### src/rtl/fpu_pkg.sv
// fpu_pkg: shared unit codes, state encoding and operator codes for the FPU issue controller
package fpu_pkg;
  localparam int NUM_UNITS = 7;
  typedef enum logic [2:0] {U_ADDSUB, U_MUL, U_DIV, U_COMP, U_CVTSW, U_CVTWS, U_SQRT} unit_e;
  typedef logic [1:0] state_t;
  localparam state_t IDLE = 2'd0;
  localparam state_t SEND = 2'd1;
  localparam state_t RECV = 2'd2;
  localparam state_t DONE = 2'd3;
  localparam logic [7:0] OP_ADD = 8'h00;
  localparam logic [7:0] OP_SUB = 8'h01;
  localparam logic [7:0] OP_EQ  = 8'h14;
  localparam logic [7:0] OP_LT  = 8'h0C;
  localparam logic [7:0] OP_LE  = 8'h1C;
endpackage

### src/rtl/fpu_axis_hold.sv
// fpu_axis_hold: one channel's valid-hold and completion flag (clk, rst, start_i/need_i/ready_i in; valid_o, done_o out)
module fpu_axis_hold (
  input  logic clk,
  input  logic rst,
  input  logic start_i,
  input  logic need_i,
  input  logic ready_i,
  output logic valid_o,
  output logic done_o
);
  logic valid_q, done_q;
  always_ff @(posedge clk) begin
    if (rst) begin
      valid_q <= 1'b0;
      done_q  <= 1'b0;
    end else if (start_i) begin
      valid_q <= need_i;
      done_q  <= !need_i;
    end else if (valid_q && ready_i) begin
      valid_q <= 1'b0;
      done_q  <= 1'b1;
    end
  end
  assign valid_o = valid_q;
  assign done_o  = done_q || (valid_q && ready_i);
endmodule

### src/rtl/fpu_issue_ctrl.sv
// fpu_issue_ctrl: issue FSM (IDLE/SEND/RECV/DONE) routing one FP op to a unit over AXIS channels; FPU_TIMEOUT_EN adds a SEND/RECV watchdog
module fpu_issue_ctrl #(
  parameter int TIMEOUT_CYCLES = 255,
  parameter int NUM_UNITS      = fpu_pkg::NUM_UNITS
) (
  input  logic                      CLK,
  input  logic                      RST,
  input  logic                      req_valid,
  output logic                      req_ready,
  input  logic [2:0]                req_unit,
  input  logic [7:0]                req_op,
  input  logic [31:0]               req_a,
  input  logic [31:0]               req_b,
  output logic                      rsp_valid,
  output logic [31:0]               rsp_data,
  output logic                      rsp_err,
  output logic                      busy,
  output logic [31:0]               u_a_tdata,
  output logic [31:0]               u_b_tdata,
  output logic [7:0]                u_op_tdata,
  output logic [NUM_UNITS-1:0]      u_a_tvalid,
  output logic [NUM_UNITS-1:0]      u_b_tvalid,
  output logic [NUM_UNITS-1:0]      u_op_tvalid,
  input  logic [NUM_UNITS-1:0]      u_a_tready,
  input  logic [NUM_UNITS-1:0]      u_b_tready,
  input  logic [NUM_UNITS-1:0]      u_op_tready,
  input  logic [NUM_UNITS-1:0]      u_r_tvalid,
  output logic [NUM_UNITS-1:0]      u_r_tready,
  input  logic [32*NUM_UNITS-1:0]   u_r_tdata
);
  import fpu_pkg::*;
  state_t state_q, state_d;
  logic [2:0] unit_q;
  logic [7:0] op_q;
  logic [31:0] a_q, b_q, rsp_data_q;
  logic rsp_err_q;
  logic [NUM_UNITS-1:0] sel;
  logic fire, legal, start, wait_st, r_hit, to_hit;
  logic a_v, b_v, op_v, a_d, b_d, op_d;
  assign fire    = req_valid && state_q == IDLE;
  assign legal   = 32'(req_unit) < NUM_UNITS;
  assign start   = fire && legal;
  assign wait_st = state_q == SEND || state_q == RECV;
  assign sel     = NUM_UNITS'(1) << unit_q;
  assign r_hit   = state_q == RECV && |(u_r_tvalid & sel);
  fpu_axis_hold u_hold_a (.clk(CLK), .rst(RST || to_hit), .start_i(start), .need_i(1'b1),
    .ready_i(|(u_a_tready & sel)), .valid_o(a_v), .done_o(a_d));
  fpu_axis_hold u_hold_b (.clk(CLK), .rst(RST || to_hit), .start_i(start), .need_i(req_unit <= U_COMP),
    .ready_i(|(u_b_tready & sel)), .valid_o(b_v), .done_o(b_d));
  fpu_axis_hold u_hold_op (.clk(CLK), .rst(RST || to_hit), .start_i(start),
    .need_i(req_unit == U_ADDSUB || req_unit == U_COMP),
    .ready_i(|(u_op_tready & sel)), .valid_o(op_v), .done_o(op_d));
`ifdef FPU_TIMEOUT_EN
  logic [31:0] cnt_q;
  always_ff @(posedge CLK) begin
    if (RST) cnt_q <= '0;
    else cnt_q <= wait_st ? cnt_q + 32'd1 : '0;
  end
  assign to_hit = wait_st && cnt_q == 32'(TIMEOUT_CYCLES - 1);
`else
  assign to_hit = 1'b0;
`endif
  always_comb begin
    state_d = state_q == IDLE ? (req_valid ? (legal ? SEND : DONE) : IDLE) :
              state_q == SEND ? (to_hit ? DONE : (a_d && b_d && op_d) ? RECV : SEND) :
              state_q == RECV ? ((r_hit || to_hit) ? DONE : RECV) : IDLE;
  end
  always_ff @(posedge CLK) begin
    if (RST) begin
      state_q    <= IDLE;
      unit_q     <= '0;
      op_q       <= '0;
      a_q        <= '0;
      b_q        <= '0;
      rsp_data_q <= '0;
      rsp_err_q  <= 1'b0;
    end else begin
      state_q <= state_d;
      if (fire) begin
        unit_q <= req_unit;
        op_q   <= req_op;
        a_q    <= req_a;
        b_q    <= req_b;
      end
      if (state_d == DONE && state_q != DONE) begin
        rsp_data_q <= r_hit ? u_r_tdata[32*unit_q +: 32] : '0;
        rsp_err_q  <= !r_hit;
      end
    end
  end
  assign req_ready   = state_q == IDLE;
  assign busy        = state_q != IDLE;
  assign rsp_valid   = state_q == DONE;
  assign rsp_data    = rsp_data_q;
  assign rsp_err     = rsp_err_q;
  assign u_a_tvalid  = a_v ? sel : '0;
  assign u_b_tvalid  = b_v ? sel : '0;
  assign u_op_tvalid = op_v ? sel : '0;
  assign u_a_tdata   = a_v ? a_q : '0;
  assign u_b_tdata   = b_v ? b_q : '0;
  assign u_op_tdata  = op_v ? op_q : '0;
  assign u_r_tready  = state_q == RECV ? sel : '0;
endmodule

### config.mk
export PLATFORM = sky130hd
export DESIGN_NAME = fpu_issue_ctrl
export DESIGN_NICKNAME = d
export VERILOG_FILES = /design/src/rtl/fpu_pkg.sv /design/src/rtl/fpu_axis_hold.sv /design/src/rtl/fpu_issue_ctrl.sv
export SDC_FILE = /design/constraint.sdc
export NUM_CORES = 1
export LEC_CHECK = 0
export CELL_PAD_IN_SITES_DETAIL_PLACEMENT = 1
export CELL_PAD_IN_SITES_GLOBAL_PLACEMENT = 2
export CORE_MARGIN = 10
export CORE_UTILIZATION = 19
export CTS_CLUSTER_DIAMETER = 100
export CTS_CLUSTER_SIZE = 14
export DETAILED_ROUTE_END_ITERATION = 8
export PLACE_DENSITY_LB_ADDON = 0.1
export RECOVER_POWER = 100
export SLEW_MARGIN = 20
export SYNTH_ARGS = -nofsm -noshare
export SYNTH_HDL_FRONTEND = slang
export SYNTH_HIERARCHICAL = 1
export SYNTH_SLANG_ARGS = --single-unit
### constraint.sdc
create_clock -name CLK -period 4.9 [get_ports CLK]
set_input_delay 1.225 -clock CLK [delete_from_list [all_inputs] [get_ports CLK]]
set_output_delay 1.225 -clock CLK [all_outputs]
set_load 0.005 [all_outputs]
==> impl_summary.log <==
[metrics] signal arrival time at the worst endpoint: 2.73 ns
[metrics] final cell utilization of the core: between 30% and 40%
[metrics] sw power: just over 0.8 mW
[metrics] async set-reset flop share out of synthesis: 0%
[metrics] clock tree from TritonCTS: built
[metrics] transition time at the pin with the least slew margin: roughly 2.2 ns
[metrics] vias per cell: between 4 and 5
[metrics] Resized cells post-CTS: 0
[metrics] residual antenna-violating net count after detailed routing: 0
[metrics] worst path setup slack after routing: ~0.94 ns
[metrics] # Post-CTS Setup Buffers: 0
[metrics] synthesized cell area: 6872 um^2
[metrics] row cnt: 69
[metrics] number of nets at the end of the flow: between 1.5k and 2k
[metrics] detailed-router iteration count before antenna repair: 4
[metrics] all-layer global routing usage: about 18%
[metrics] synthesized-area fraction occupied by and/or/nand/nor cells: between 20% and 30%
[metrics] number of top-level pins: 466
[metrics] static leakage: between 4 and 5 nW
[metrics] via total after detailed routing: about 8k
[metrics] number of synthesized flops with an enable pin: 0
[metrics] portion of the post-synthesis area used by sequential elements: between 30 and 40%
[metrics] r2r worst-path depth: 9
[metrics] pre-CTS worst setup slack: between 1.5 and 2 ns
[metrics] period utilisation layout: 80.75%
[metrics] clock latency of the later-clocked register in the worst-skew pair: about 0.42 ns
[metrics] launching element of the worst setup path: u_hold_b/valid_o
[metrics] area of the die: between 40,000 and 50,000 um^2
[metrics] RSZ-0062 raised after global routing: no
[metrics] Clk pwr share: 42.8%
[metrics] clock slew seen by the registers of the worst setup and hold paths: approximately 0.06 ns
[metrics] clock tree root buffer cell: sky130_fd_sc_hd__clkbuf_16
[metrics] worst setup path class: reg -> out
[metrics] combinational power share: 22.0%
[metrics] quantity of hold-fixing buffers added after cts: 0
[metrics] area overhead of the layout relative to synthesis: 81.48%
[metrics] end of the worst register-to-register path: state_q[1]
[metrics] Synth Warn #: 6
[metrics] wire length reported by the detailed router: roughly 40,000 um
[metrics] highest attainable clock frequency: approximately 250 MHz
[metrics] CP startpoint kind: flop
[metrics] violated checks: max-capacitance violations, max-slew violations
[metrics] maximum clock path buffer count: 2
[metrics] XOR/XNOR share of the synthesized area: 0.1275%
[metrics] total count of max-transition violations in the final report: 36
[metrics] Hold/Removal Path Class: reg -> reg
[metrics] Sequential Power Share: between 30% and 40%
[metrics] WL per Instance: around 23 um
[metrics] largest family of logic cells by synthesized area: simple AND/OR/NAND/NOR gates
[metrics] CTS H-Tree Depth: 4
[metrics] Setup TNS Final: 0 ns
[metrics] sw frac: 27.54%
[metrics] number of port buffers: 465
[metrics] Register-to-Register Setup Slack: approximately 1.3 ns
[metrics] Post-Synthesis Cells: around 890
[metrics] maximum fanout along the worst path: 21
[metrics] library cells used by synthesis: 35
[metrics] crit path capture: u_b_tvalid[4]
[metrics] final setup vio count: 0
[metrics] count of state elements after synthesis: ~120
[metrics] total overflow reported by the global router: 0
[metrics] initial antenna violation count: 4
[metrics] power density normalized to cell area: 235.3 nW/um^2
[metrics] average footprint of a synthesized cell: 7.712 um^2
[metrics] half-perimeter wire length after detailed placement: 31,360 um
[metrics] fraction of final layout cells with drive strength greater than 1: approximately 4%
[metrics] die extent in x: 210.2 um
[metrics] Internal Dissipation: about 2.1 mW
[metrics] placer's final routability congestion estimate: between 0.7 and 0.8
[metrics] Residual DRC: 0
[metrics] Crit. End Element: primary output
[metrics] y dimension of the die: 210.2 um
[metrics] Inserted Clock Buffers: 17
[metrics] depth of the worst hold-timing path: 2
[metrics] clock skew: between 0.01 and 0.015 ns
[metrics] time the worst path needs with I/O delays and setup: 3.957 ns
[metrics] area of the core: 35,660 um^2
[metrics] number of global-route vias before repair: 8,405
[metrics] peak supply drop: between 150 and 200 uV
[metrics] most common flop cell mapped by yosys: sky130_fd_sc_hd__dfxtp_1
[metrics] largest net degree at the start of global routing: between 80 and 90
[metrics] required time at the worst-slack endpoint: approximately 3.7 ns
[metrics] Adder-Cell Fraction of Synth Area: 0%
[metrics] max-cap viol count: 1
[metrics] DR iter-0 viols: 317
[metrics] proportion of synthesized area in mux cells: around a fifth
[metrics] effective utilization at floorplan: 19.27%
[metrics] TritonCTS sink count: around 120
[metrics] first-pass GRT wire length: 58,990 um
[metrics] Critical R2R Launch: unit_q[2]
[metrics] Compound-Gate Fraction of Synth Area: 15.59%
[metrics] worst-case headroom to the max-slew limit: -44.88%
[metrics] run status: finished with violations
[metrics] Fin. Hold Viols: 0
[sequential cells by signal (all words and copies together) (netlist names)]
signal and flops:
u_hold_b/done_q 1, b_q 32, unit_q 3, u_hold_a/valid_o 1, rsp_err 1, u_hold_op/done_q 1, state_q 2, rsp_data 32
u_hold_b/valid_o 1, a_q 32, op_q 8, u_hold_op/valid_o 1, u_hold_a/done_q 1
[area by class of cell]
| type | instances | area, um^2 |
|---|---|---|
| well taps | 461 | 576.8 |
| inverters | 4 | 15.01 |
| fillers | 4209 | 23180 |
| clock inverters | 11 | 130.1 |
| repair buffers | 476 | 4753 |
| multi-input cells | 694 | 4208 |
| clock buffers | 21 | 450.4 |
| diodes | 4 | 10.01 |
| flip-flops and latches | 116 | 2327 |
[power by group through the flow]
stage	Clock (mW)	Combinational, mW	Sequential, mW
after floorplan	0	0.284	1.03
after global placement	0	0.661	1.05
after detailed placement	0	0.664	1.05
after CTS	1.30	0.669	1.03
after global routing	1.35	0.709	1.04
final	1.26	0.647	1.03
[cells by family (layout without fill, tap and decap cells)]
| family | count (synthesis) | after routing |
|---|---|---|
| simple gates | 388 | 388 |
| other cells | 1 | 6 |
| buf+inv | 82 | 512 |
| flops | 116 | 116 |
| xor+xnor | 1 | 1 |
| mux | 137 | 137 |
| compound gates | 166 | 166 |
[layer usage]
metal	vias up	global-route usage, %	wire (um)
met4	2	2.923	360
met2	273	30.80	20080
met1	3765	19.95	16180
met5	-	0	10
li1	3881	-	-
met3	26	7.997	4248
[per-stage QoR]
stage	instance area (um^2)	power [mW]	instances	hold WS, ns
after floorplan	6875	1.310	892	0.4317
after global placement	11890	1.713	1751	0.4380
after detailed placement	11890	1.718	1751	0.4426
after CTS	12470	3.004	1783	0.4514
after global routing	12460	3.100	1783	0.4657
final	12470	2.935	1787	0.4479
[synthesized netlist by cell type (all sizes together) (4+ instances only)]
master  number  area [um^2]
a21oi       87        435.4
a221oi      32        280.3
and2        75        469.2
buf         39        220.2
clkbuf      39        146.4
dfxtp      116         2322
inv          4        15.01
mux2i      133         1331
nand2      260        975.9
nor2        40        150.1
o211ai      33        247.7
or3b         4        35.03
[layout by cell type, fill, tap and decap left out, drive strengths merged, types with 2 or more instances in the layout]
master / synthesis / routed
clkbuf: 39 / 23
o211ai: 33 / 33
mux4: 2 / 2
o21a: 3 / 3
nand2: 260 / 260
clkdlybuf4s50: 0 / 375
nand2b: 2 / 2
or2: 2 / 2
clkinv: 0 / 5
mux2: 2 / 2
bufinv: 0 / 2
or3b: 4 / 4
o21ai: 2 / 2
a21o: 3 / 3
conb: 1 / 2
nor2: 40 / 40
a221oi: 32 / 32
dfxtp: 116 / 116
buf: 39 / 10
clkinvlp: 0 / 4
a21oi: 87 / 87
dlygate4sd3: 0 / 89
mux2i: 133 / 133
inv: 4 / 4
nor2b: 3 / 3
diode: 0 / 4
and2: 75 / 75
[critical path, stage by stage, from the launching register on]
cell and delay, ns:
sky130_fd_sc_hd__dfxtp_1 0.81, sky130_fd_sc_hd__clkbuf_1 0.57, sky130_fd_sc_hd__nand2_1 0.22, sky130_fd_sc_hd__nor2_1 0.12, sky130_fd_sc_hd__dlygate4sd3_1 0.59
[worst min-delay path by stage]
stage	from	endpoint
after floorplan	a_q[0]	a_q[0]
after global placement	a_q[21]	a_q[21]
after detailed placement	a_q[19]	a_q[19]
after CTS	a_q[19]	a_q[19]
after global routing	a_q[3]	a_q[3]
final	a_q[19]	a_q[19]
(Power assumes the default switching activity.)
